[src/rtl/mult_arb_pkg.sv]
// Shared types and constants for the multiplier arbiter slice.
package mult_arb_pkg;

  typedef enum logic [1:0] {
    ST_IDLE = 2'd0,
    ST_WAIT = 2'd1,
    ST_RESP = 2'd2
  } state_e;

  localparam int unsigned PERF_CNT_W = 16;

  function automatic int unsigned clog2(input int unsigned v);
    int unsigned r;
    r = 0;
    for (int unsigned i = 0; i < 32; i++) begin
      if ((64'd1 << i) < 64'(v)) r = i + 1;
    end
    return r;
  endfunction

endpackage

[src/rtl/mult_rr_arbiter.sv]
// Combinational round-robin picker: first valid requester at or after rr_ptr_i.
module mult_rr_arbiter
  import mult_arb_pkg::*;
#(
  parameter int unsigned NUM_REQ = 4,
  parameter int unsigned ID_W    = clog2(NUM_REQ)
) (
  input  logic [NUM_REQ-1:0] req_valid_i,
  input  logic [ID_W-1:0]    rr_ptr_i,
  output logic [NUM_REQ-1:0] grant_o,
  output logic [ID_W-1:0]    grant_id_o,
  output logic               grant_valid_o
);

  int unsigned     idx;
  logic [ID_W-1:0] idx_w;
  logic            found;

  always_comb begin
    grant_o    = '0;
    grant_id_o = '0;
    found      = 1'b0;
    idx        = 0;
    idx_w      = '0;
    for (int unsigned off = 0; off < NUM_REQ; off++) begin
      idx   = (32'(rr_ptr_i) + off) % NUM_REQ;
      idx_w = ID_W'(idx);
      if (!found && req_valid_i[idx_w]) begin
        found          = 1'b1;
        grant_o[idx_w] = 1'b1;
        grant_id_o     = idx_w;
      end
    end
    grant_valid_o = found;
  end

endmodule

[src/rtl/multiplier.sv]
// Unsigned DATA_W x DATA_W multiplier, zero-extended to PROD_W, with LAT output
// register stages (LAT=0 gives a purely combinational product).
module multiplier #(
  parameter int unsigned DATA_W = 8,
  parameter int unsigned PROD_W = 32,
  parameter int unsigned LAT    = 1
) (
  input  logic              clk,
  input  logic              rst_n,
  input  logic [DATA_W-1:0] num1,
  input  logic [DATA_W-1:0] num2,
  output logic [PROD_W-1:0] product
);

  logic [2*DATA_W-1:0] full;
  logic [PROD_W-1:0]   prod_ext;

  assign full     = num1 * num2;
  assign prod_ext = PROD_W'(full);

  if (LAT == 0) begin : g_comb
    assign product = prod_ext;
  end else begin : g_pipe
    logic [PROD_W-1:0] pipe_q [LAT];

    always_ff @(posedge clk or negedge rst_n) begin
      if (!rst_n) begin
        for (int unsigned s = 0; s < LAT; s++) pipe_q[s] <= '0;
      end else begin
        pipe_q[0] <= prod_ext;
        for (int unsigned s = 1; s < LAT; s++) pipe_q[s] <= pipe_q[s-1];
      end
    end

    assign product = pipe_q[LAT-1];
  end

endmodule

[src/rtl/mult_arbiter.sv]
// Round-robin sharing of one pipelined multiplier between NUM_REQ requesters.
// Optional per-requester accept counters when MULT_ARB_PERF_EN is defined.
module mult_arbiter
  import mult_arb_pkg::*;
#(
  parameter int unsigned NUM_REQ = 4,
  parameter int unsigned DATA_W  = 8,
  parameter int unsigned PROD_W  = 32,
  parameter int unsigned MUL_LAT = 1
) (
  input  logic                      clk,
  input  logic                      rst_n,
  input  logic [NUM_REQ-1:0]        req_valid,
  output logic [NUM_REQ-1:0]        req_ready,
  input  logic [NUM_REQ*DATA_W-1:0] req_num1,
  input  logic [NUM_REQ*DATA_W-1:0] req_num2,
  output logic                      resp_valid,
  input  logic                      resp_ready,
  output logic [clog2(NUM_REQ)-1:0] resp_id,
  output logic [PROD_W-1:0]         resp_product,
  output logic                      busy
`ifdef MULT_ARB_PERF_EN
  ,
  input  logic                          perf_clr,
  output logic [NUM_REQ*PERF_CNT_W-1:0] perf_cnt
`endif
);

  localparam int unsigned ID_W  = clog2(NUM_REQ);
  localparam int unsigned CNT_W = clog2(MUL_LAT + 1);

  state_e              state_q, state_d;
  logic [ID_W-1:0]     rr_ptr_q, rr_ptr_d;
  logic [ID_W-1:0]     id_q, id_d;
  logic [CNT_W-1:0]    cnt_q, cnt_d;
  logic [DATA_W-1:0]   op_a_q, op_a_d;
  logic [DATA_W-1:0]   op_b_q, op_b_d;
  logic [PROD_W-1:0]   prod_q, prod_d;
  logic [PROD_W-1:0]   mul_product;
  logic [NUM_REQ-1:0]  grant;
  logic [ID_W-1:0]     grant_id;
  logic                grant_valid;

  mult_rr_arbiter #(
    .NUM_REQ (NUM_REQ),
    .ID_W    (ID_W)
  ) u_arb (
    .req_valid_i   (req_valid),
    .rr_ptr_i      (rr_ptr_q),
    .grant_o       (grant),
    .grant_id_o    (grant_id),
    .grant_valid_o (grant_valid)
  );

  // The operand registers act as the first multiplier stage, so the shared
  // multiplier carries MUL_LAT-1 internal stages and prod_q closes the latency.
  multiplier #(
    .DATA_W (DATA_W),
    .PROD_W (PROD_W),
    .LAT    (MUL_LAT - 1)
  ) u_mul (
    .clk     (clk),
    .rst_n   (rst_n),
    .num1    (op_a_q),
    .num2    (op_b_q),
    .product (mul_product)
  );

  always_comb begin
    state_d    = state_q;
    rr_ptr_d   = rr_ptr_q;
    id_d       = id_q;
    cnt_d      = cnt_q;
    op_a_d     = op_a_q;
    op_b_d     = op_b_q;
    prod_d     = prod_q;
    req_ready  = '0;
    resp_valid = 1'b0;
    case (state_q)
      ST_IDLE: begin
        if (grant_valid) begin
          req_ready = grant;
          op_a_d    = req_num1[32'(grant_id)*DATA_W +: DATA_W];
          op_b_d    = req_num2[32'(grant_id)*DATA_W +: DATA_W];
          id_d      = grant_id;
          rr_ptr_d  = (grant_id == ID_W'(NUM_REQ - 1)) ? '0 : grant_id + 1'b1;
          cnt_d     = CNT_W'(MUL_LAT);
          state_d   = ST_WAIT;
        end
      end
      ST_WAIT: begin
        cnt_d = cnt_q - 1'b1;
        if (cnt_q == CNT_W'(1)) begin
          prod_d  = mul_product;
          state_d = ST_RESP;
        end
      end
      ST_RESP: begin
        resp_valid = 1'b1;
        if (resp_ready) state_d = ST_IDLE;
      end
      default: state_d = ST_IDLE;
    endcase
  end

  always_ff @(posedge clk or negedge rst_n) begin
    if (!rst_n) begin
      state_q  <= ST_IDLE;
      rr_ptr_q <= '0;
      id_q     <= '0;
      cnt_q    <= '0;
      op_a_q   <= '0;
      op_b_q   <= '0;
      prod_q   <= '0;
    end else begin
      state_q  <= state_d;
      rr_ptr_q <= rr_ptr_d;
      id_q     <= id_d;
      cnt_q    <= cnt_d;
      op_a_q   <= op_a_d;
      op_b_q   <= op_b_d;
      prod_q   <= prod_d;
    end
  end

  assign resp_id      = id_q;
  assign resp_product = prod_q;
  assign busy         = (state_q != ST_IDLE);

`ifdef MULT_ARB_PERF_EN
  logic                  accept;
  logic [PERF_CNT_W-1:0] perf_q [NUM_REQ];

  assign accept = (state_q == ST_IDLE) && grant_valid;

  // Clear has priority over a same-cycle accept; counters stick at all-ones.
  always_ff @(posedge clk or negedge rst_n) begin
    if (!rst_n) begin
      for (int unsigned i = 0; i < NUM_REQ; i++) perf_q[i] <= '0;
    end else begin
      for (int unsigned i = 0; i < NUM_REQ; i++) begin
        if (perf_clr) perf_q[i] <= '0;
        else if (accept && grant[i] && (perf_q[i] != '1)) perf_q[i] <= perf_q[i] + 1'b1;
      end
    end
  end

  always_comb begin
    perf_cnt = '0;
    for (int unsigned i = 0; i < NUM_REQ; i++) perf_cnt[i*PERF_CNT_W +: PERF_CNT_W] = perf_q[i];
  end
`endif

endmodule

[config.mk]
export PLATFORM = sky130hd
export DESIGN_NAME = mult_arbiter
export DESIGN_NICKNAME = d
export VERILOG_FILES = /design/src/rtl/mult_arb_pkg.sv /design/src/rtl/mult_rr_arbiter.sv /design/src/rtl/multiplier.sv /design/src/rtl/mult_arbiter.sv
export SDC_FILE = /design/constraint.sdc
export NUM_CORES = 1
export LEC_CHECK = 0
export CAP_MARGIN = 20
export CORE_MARGIN = 2
export CORE_UTILIZATION = 30
export DETAILED_ROUTE_END_ITERATION = 6
export MAX_ROUTING_LAYER = met4
export PLACE_DENSITY = 0.54
export REMOVE_ABC_BUFFERS = 1
export SLEW_MARGIN = 20
export SYNTH_ARGS = -nofsm -noshare
export SYNTH_HDL_FRONTEND = slang
export SYNTH_SLANG_ARGS = --single-unit
[constraint.sdc]
create_clock -name clk -period 12.57 [get_ports clk]
set_input_delay 3.771 -clock clk [delete_from_list [all_inputs] [get_ports clk]]
set_output_delay 3.771 -clock clk [all_outputs]
set_load 0.005 [all_outputs]
==> implementation parameters <==
Parameter                              Value

Detailed routing
  Number of DRC markers in iteration 0 ... 134
  Post-DRT Antenna Nets ... 0
  Number of iterations in the first detailed-routing pass ... 4
  DRC viols ... 0
  Vias ... 3451
  Avg Vias per Cell ... 4.75
  Avg WL per Cell ... 13.6 um
  Total detailed-routing wirelength ... 9920 um

Synthesis
  Sequential element share of the synthesized area ... 21.3%
  Most area-hungry cell type in the Yosys netlist ... dfrtp_1
  Count of cell types in the netlist ... 50
  Most common library cells after synthesis ... 53 x and2_1, 53 x nand2_1, 50 x inv_1
  Syn avg cell area ... 10.2 um2
  Area of the mapped netlist ... 4580 um2
  Synthesized instance count ... 447
  Number of warnings reported in the yosys synthesis log ... 0
  Synth top area share ... 21.3%
  Share of flip-flops with an asynchronous set or reset after synthesis ... 100%
  Number of enable-type register cells in the synthesized netlist ... 0
  Synth top area cells ... dfrtp_1 21%, fa_1 16%, ha_1 12%
  Main flop type after synthesis ... dfrtp_1
  Yosys reg bits ... 39

GRT
  Global Route met1 Usage ... 16.5%
  Global route overflow ... 0
  GRT busiest layer ... met2
  Initial antenna violation count ... 0
  Largest net degree at the start of global routing ... 40
  M3 GR Usage ... 1.84%
  Met2 global-route usage ... 22.3%
  Via count of the first global-routing pass ... 3510
  Overall global routing resource usage ... 12.9%
  Wire length of the first global-routing pass ... 16900 um

STA
  Total Negative Setup Slacks ... 0 ns
  Maximum clock frequency ... 99.1 MHz
  RSZ-0062 raised after global routing ... false
  Final period util ... 80.3%
  Max-slew violation count ... 0
  Slew Limit Headroom ... 32.8%
  Crit path time final ... 10.09 ns
  Total of endpoints with negative setup slack in the final report ... 0
  Min Hold Slack ... 0.471 ns
  Slew at the pin closest to its max-slew limit ... 0.983 ns
  Final worst clock skew ... 0.00560 ns
  Final hold violation count ... 0
  Final setup margin ... 2.48 ns

Cells and area
  Total of fill cells in the finished design ... 1550
  Nets ... 689
  Fraction of final layout cells sized beyond drive strength 1 ... 8.16%
  Layout overhead on the synthesized area ... 26.1%
  # diodes ... 0
  Final core utilization ... 38.4%

Die
  Initial cell density of the core ... 30.5%
  Area of the placeable core ... 15000 um2
  Standard-cell rows ... 45
  Height of the die ... 128 um
  Chip width ... 128 um
  Top-level port count ... 111
  Die ar. ... 16300 um2

Place
  Minimum setup slack after placement ... 2.50 ns
  Quantity of I/O buffers inserted on ports ... 94
  DPL Wire Length ... 8070 um
  Routability congestion estimate ... 0.839

Clock tree
  Clk Tree Root Cell ... clkbuf_16
  Total CTS buffers ... 5
  Clock edge transition at the registers on the reported setup and hold paths ... 0.06 ns
  Maximum level of the CTS H-tree ... 2
  CTS max path bufs ... 2
  CTS sink cnt ... 39
  Post-cts resize count ... 0
  Number of setup buffers added after CTS ... 0
  Number of hold-repair buffers added at the cts stage ... 0
  Clock tree from TritonCTS ... done
  Clock insertion delay at the later pin of the skew report ... 0.28 ns

Setup path
  CP max stage cell ... clkdlybuf4s50_1
  Worst-path cell chain ... clkdlybuf4s50_1 -> or3b_2 -> a21oi_1 -> mux2i_1 -> o21ai_0 -> a221oi_1 -> nor2_1 -> clkdlybuf4s50_1
  Class of the most critical setup path ... input port to primary output
  Critical path startpoint ... req_valid[2]
  Element type at the critical path start ... input port
  Data required, critical path ... 8.80 ns
  Delay of the slowest critical-path stage ... 0.63 ns
  Worst path arrival time ... 6.32 ns
  Most used cell, CP ... clkdlybuf4s50_1
  Kind of end point of the critical path ... primary output
  FF-to-FF Start ... op_a_q[1]
  Critical Path Fanout Max ... 9

Status
  Outcome ... finished, final reports clean

Min path
  Source of the worst hold timing path ... resp_product[0]
  Worst hold-check path type ... flop to flop

Flow run
  Reported max-cap violation count ... 0
==> flip-flops by register name, indices dropped and copies added (netlist names), named ones only <==
register      flops
resp_product     16
resp_id           2
state_q           2
cnt_q             1
rr_ptr_q          1
op_b_q            8
op_a_q            8
==> per-stage QoR <==
step	instance area, um2	std cells
floorplan	4440	435
global placement	5630	719
detailed placement	5630	719
CTS	5780	727
global route	5780	727
finish	5780	727
==> cells by family (layout without fill, tap and decap cells) <==
family	count (synthesis)	after routing	share of synthesized area, %
and+or+nand+nor	144	144	16.1
adders and majority gates	80	80	27.8
buffers and inverters	77	154	8.30
AOI/OAI and AO/OA	56	56	8.71
muxes	41	41	16.0
DFF	39	39	21.3
xor gates and xnor gates	9	9	1.72
other	1	16	0.0819
==> cells in the final DEF (no fill, tap or decap), types with 3 or more instances in the layout <==
master | Yosys | layout
mux2_4 | 8 | 8
conb_1 | 1 | 16
ha_1 | 44 | 44
inv_1 | 50 | 50
fa_1 | 36 | 36
xor2_1 | 4 | 4
o21ai_0 | 13 | 13
xnor2_1 | 5 | 5
mux4_1 | 9 | 9
o31ai_1 | 4 | 4
mux4_2 | 9 | 9
nor2_1 | 16 | 16
and2_1 | 53 | 53
a21oi_1 | 7 | 6
nor2b_1 | 4 | 4
a22oi_1 | 4 | 4
a221oi_1 | 4 | 4
o21a_1 | 5 | 5
dfrtp_1 | 39 | 39
clkdlybuf4s50_1 | 0 | 93
mux2_2 | 9 | 9
clkbuf_16 | 0 | 5
nand2_1 | 53 | 53
mux2i_1 | 5 | 5
nor3_1 | 3 | 3
a21o_1 | 8 | 8
==> worst max-delay path, delay by kind of cell <==
| family | cells | cell delay [ns] |
|---|---|---|
| buffers and inverters | 2 | 1.14 |
| multiplexers | 1 | 0.08 |
| AO/OA/AOI/OAI | 3 | 0.74 |
| AND/OR/NAND/NOR | 2 | 0.59 |
==> path summary, 6_finish.rpt <==
check	endpoint	slack, ns	cells after the start
min reg2reg	resp_product[0]	0.47	2
max	req_ready[3]	2.48	8
max reg2reg	resp_product[14]	7.74	12
min	resp_product[0]	0.47	2
min in group asynchronous	resp_product[10]	3.63	1
max in group asynchronous	op_b_q[2]	8.38	1
==> final cells by class <==
class,instances,area [um2],share of cell area (%)
Timing Repair Buffer,96,951,16.5
Multi-Input combinational cell,346,3280,56.9
Clock inverter,2,12.5,0.217
Clock buffer,6,129,2.23
Sequential cell,39,976,16.9
Inverter,50,188,3.25
Tap cell,188,235,4.07
==> layer usage <==
layer,routed length (um),up-vias
met5,0,-
met4,57,0
met3,340,7
met2,5020,81
met1,4500,1692
li1,-,1671
Power is not shown: default switching activity piles up to over one toggle a cycle in this logic, so the estimate is an artifact.
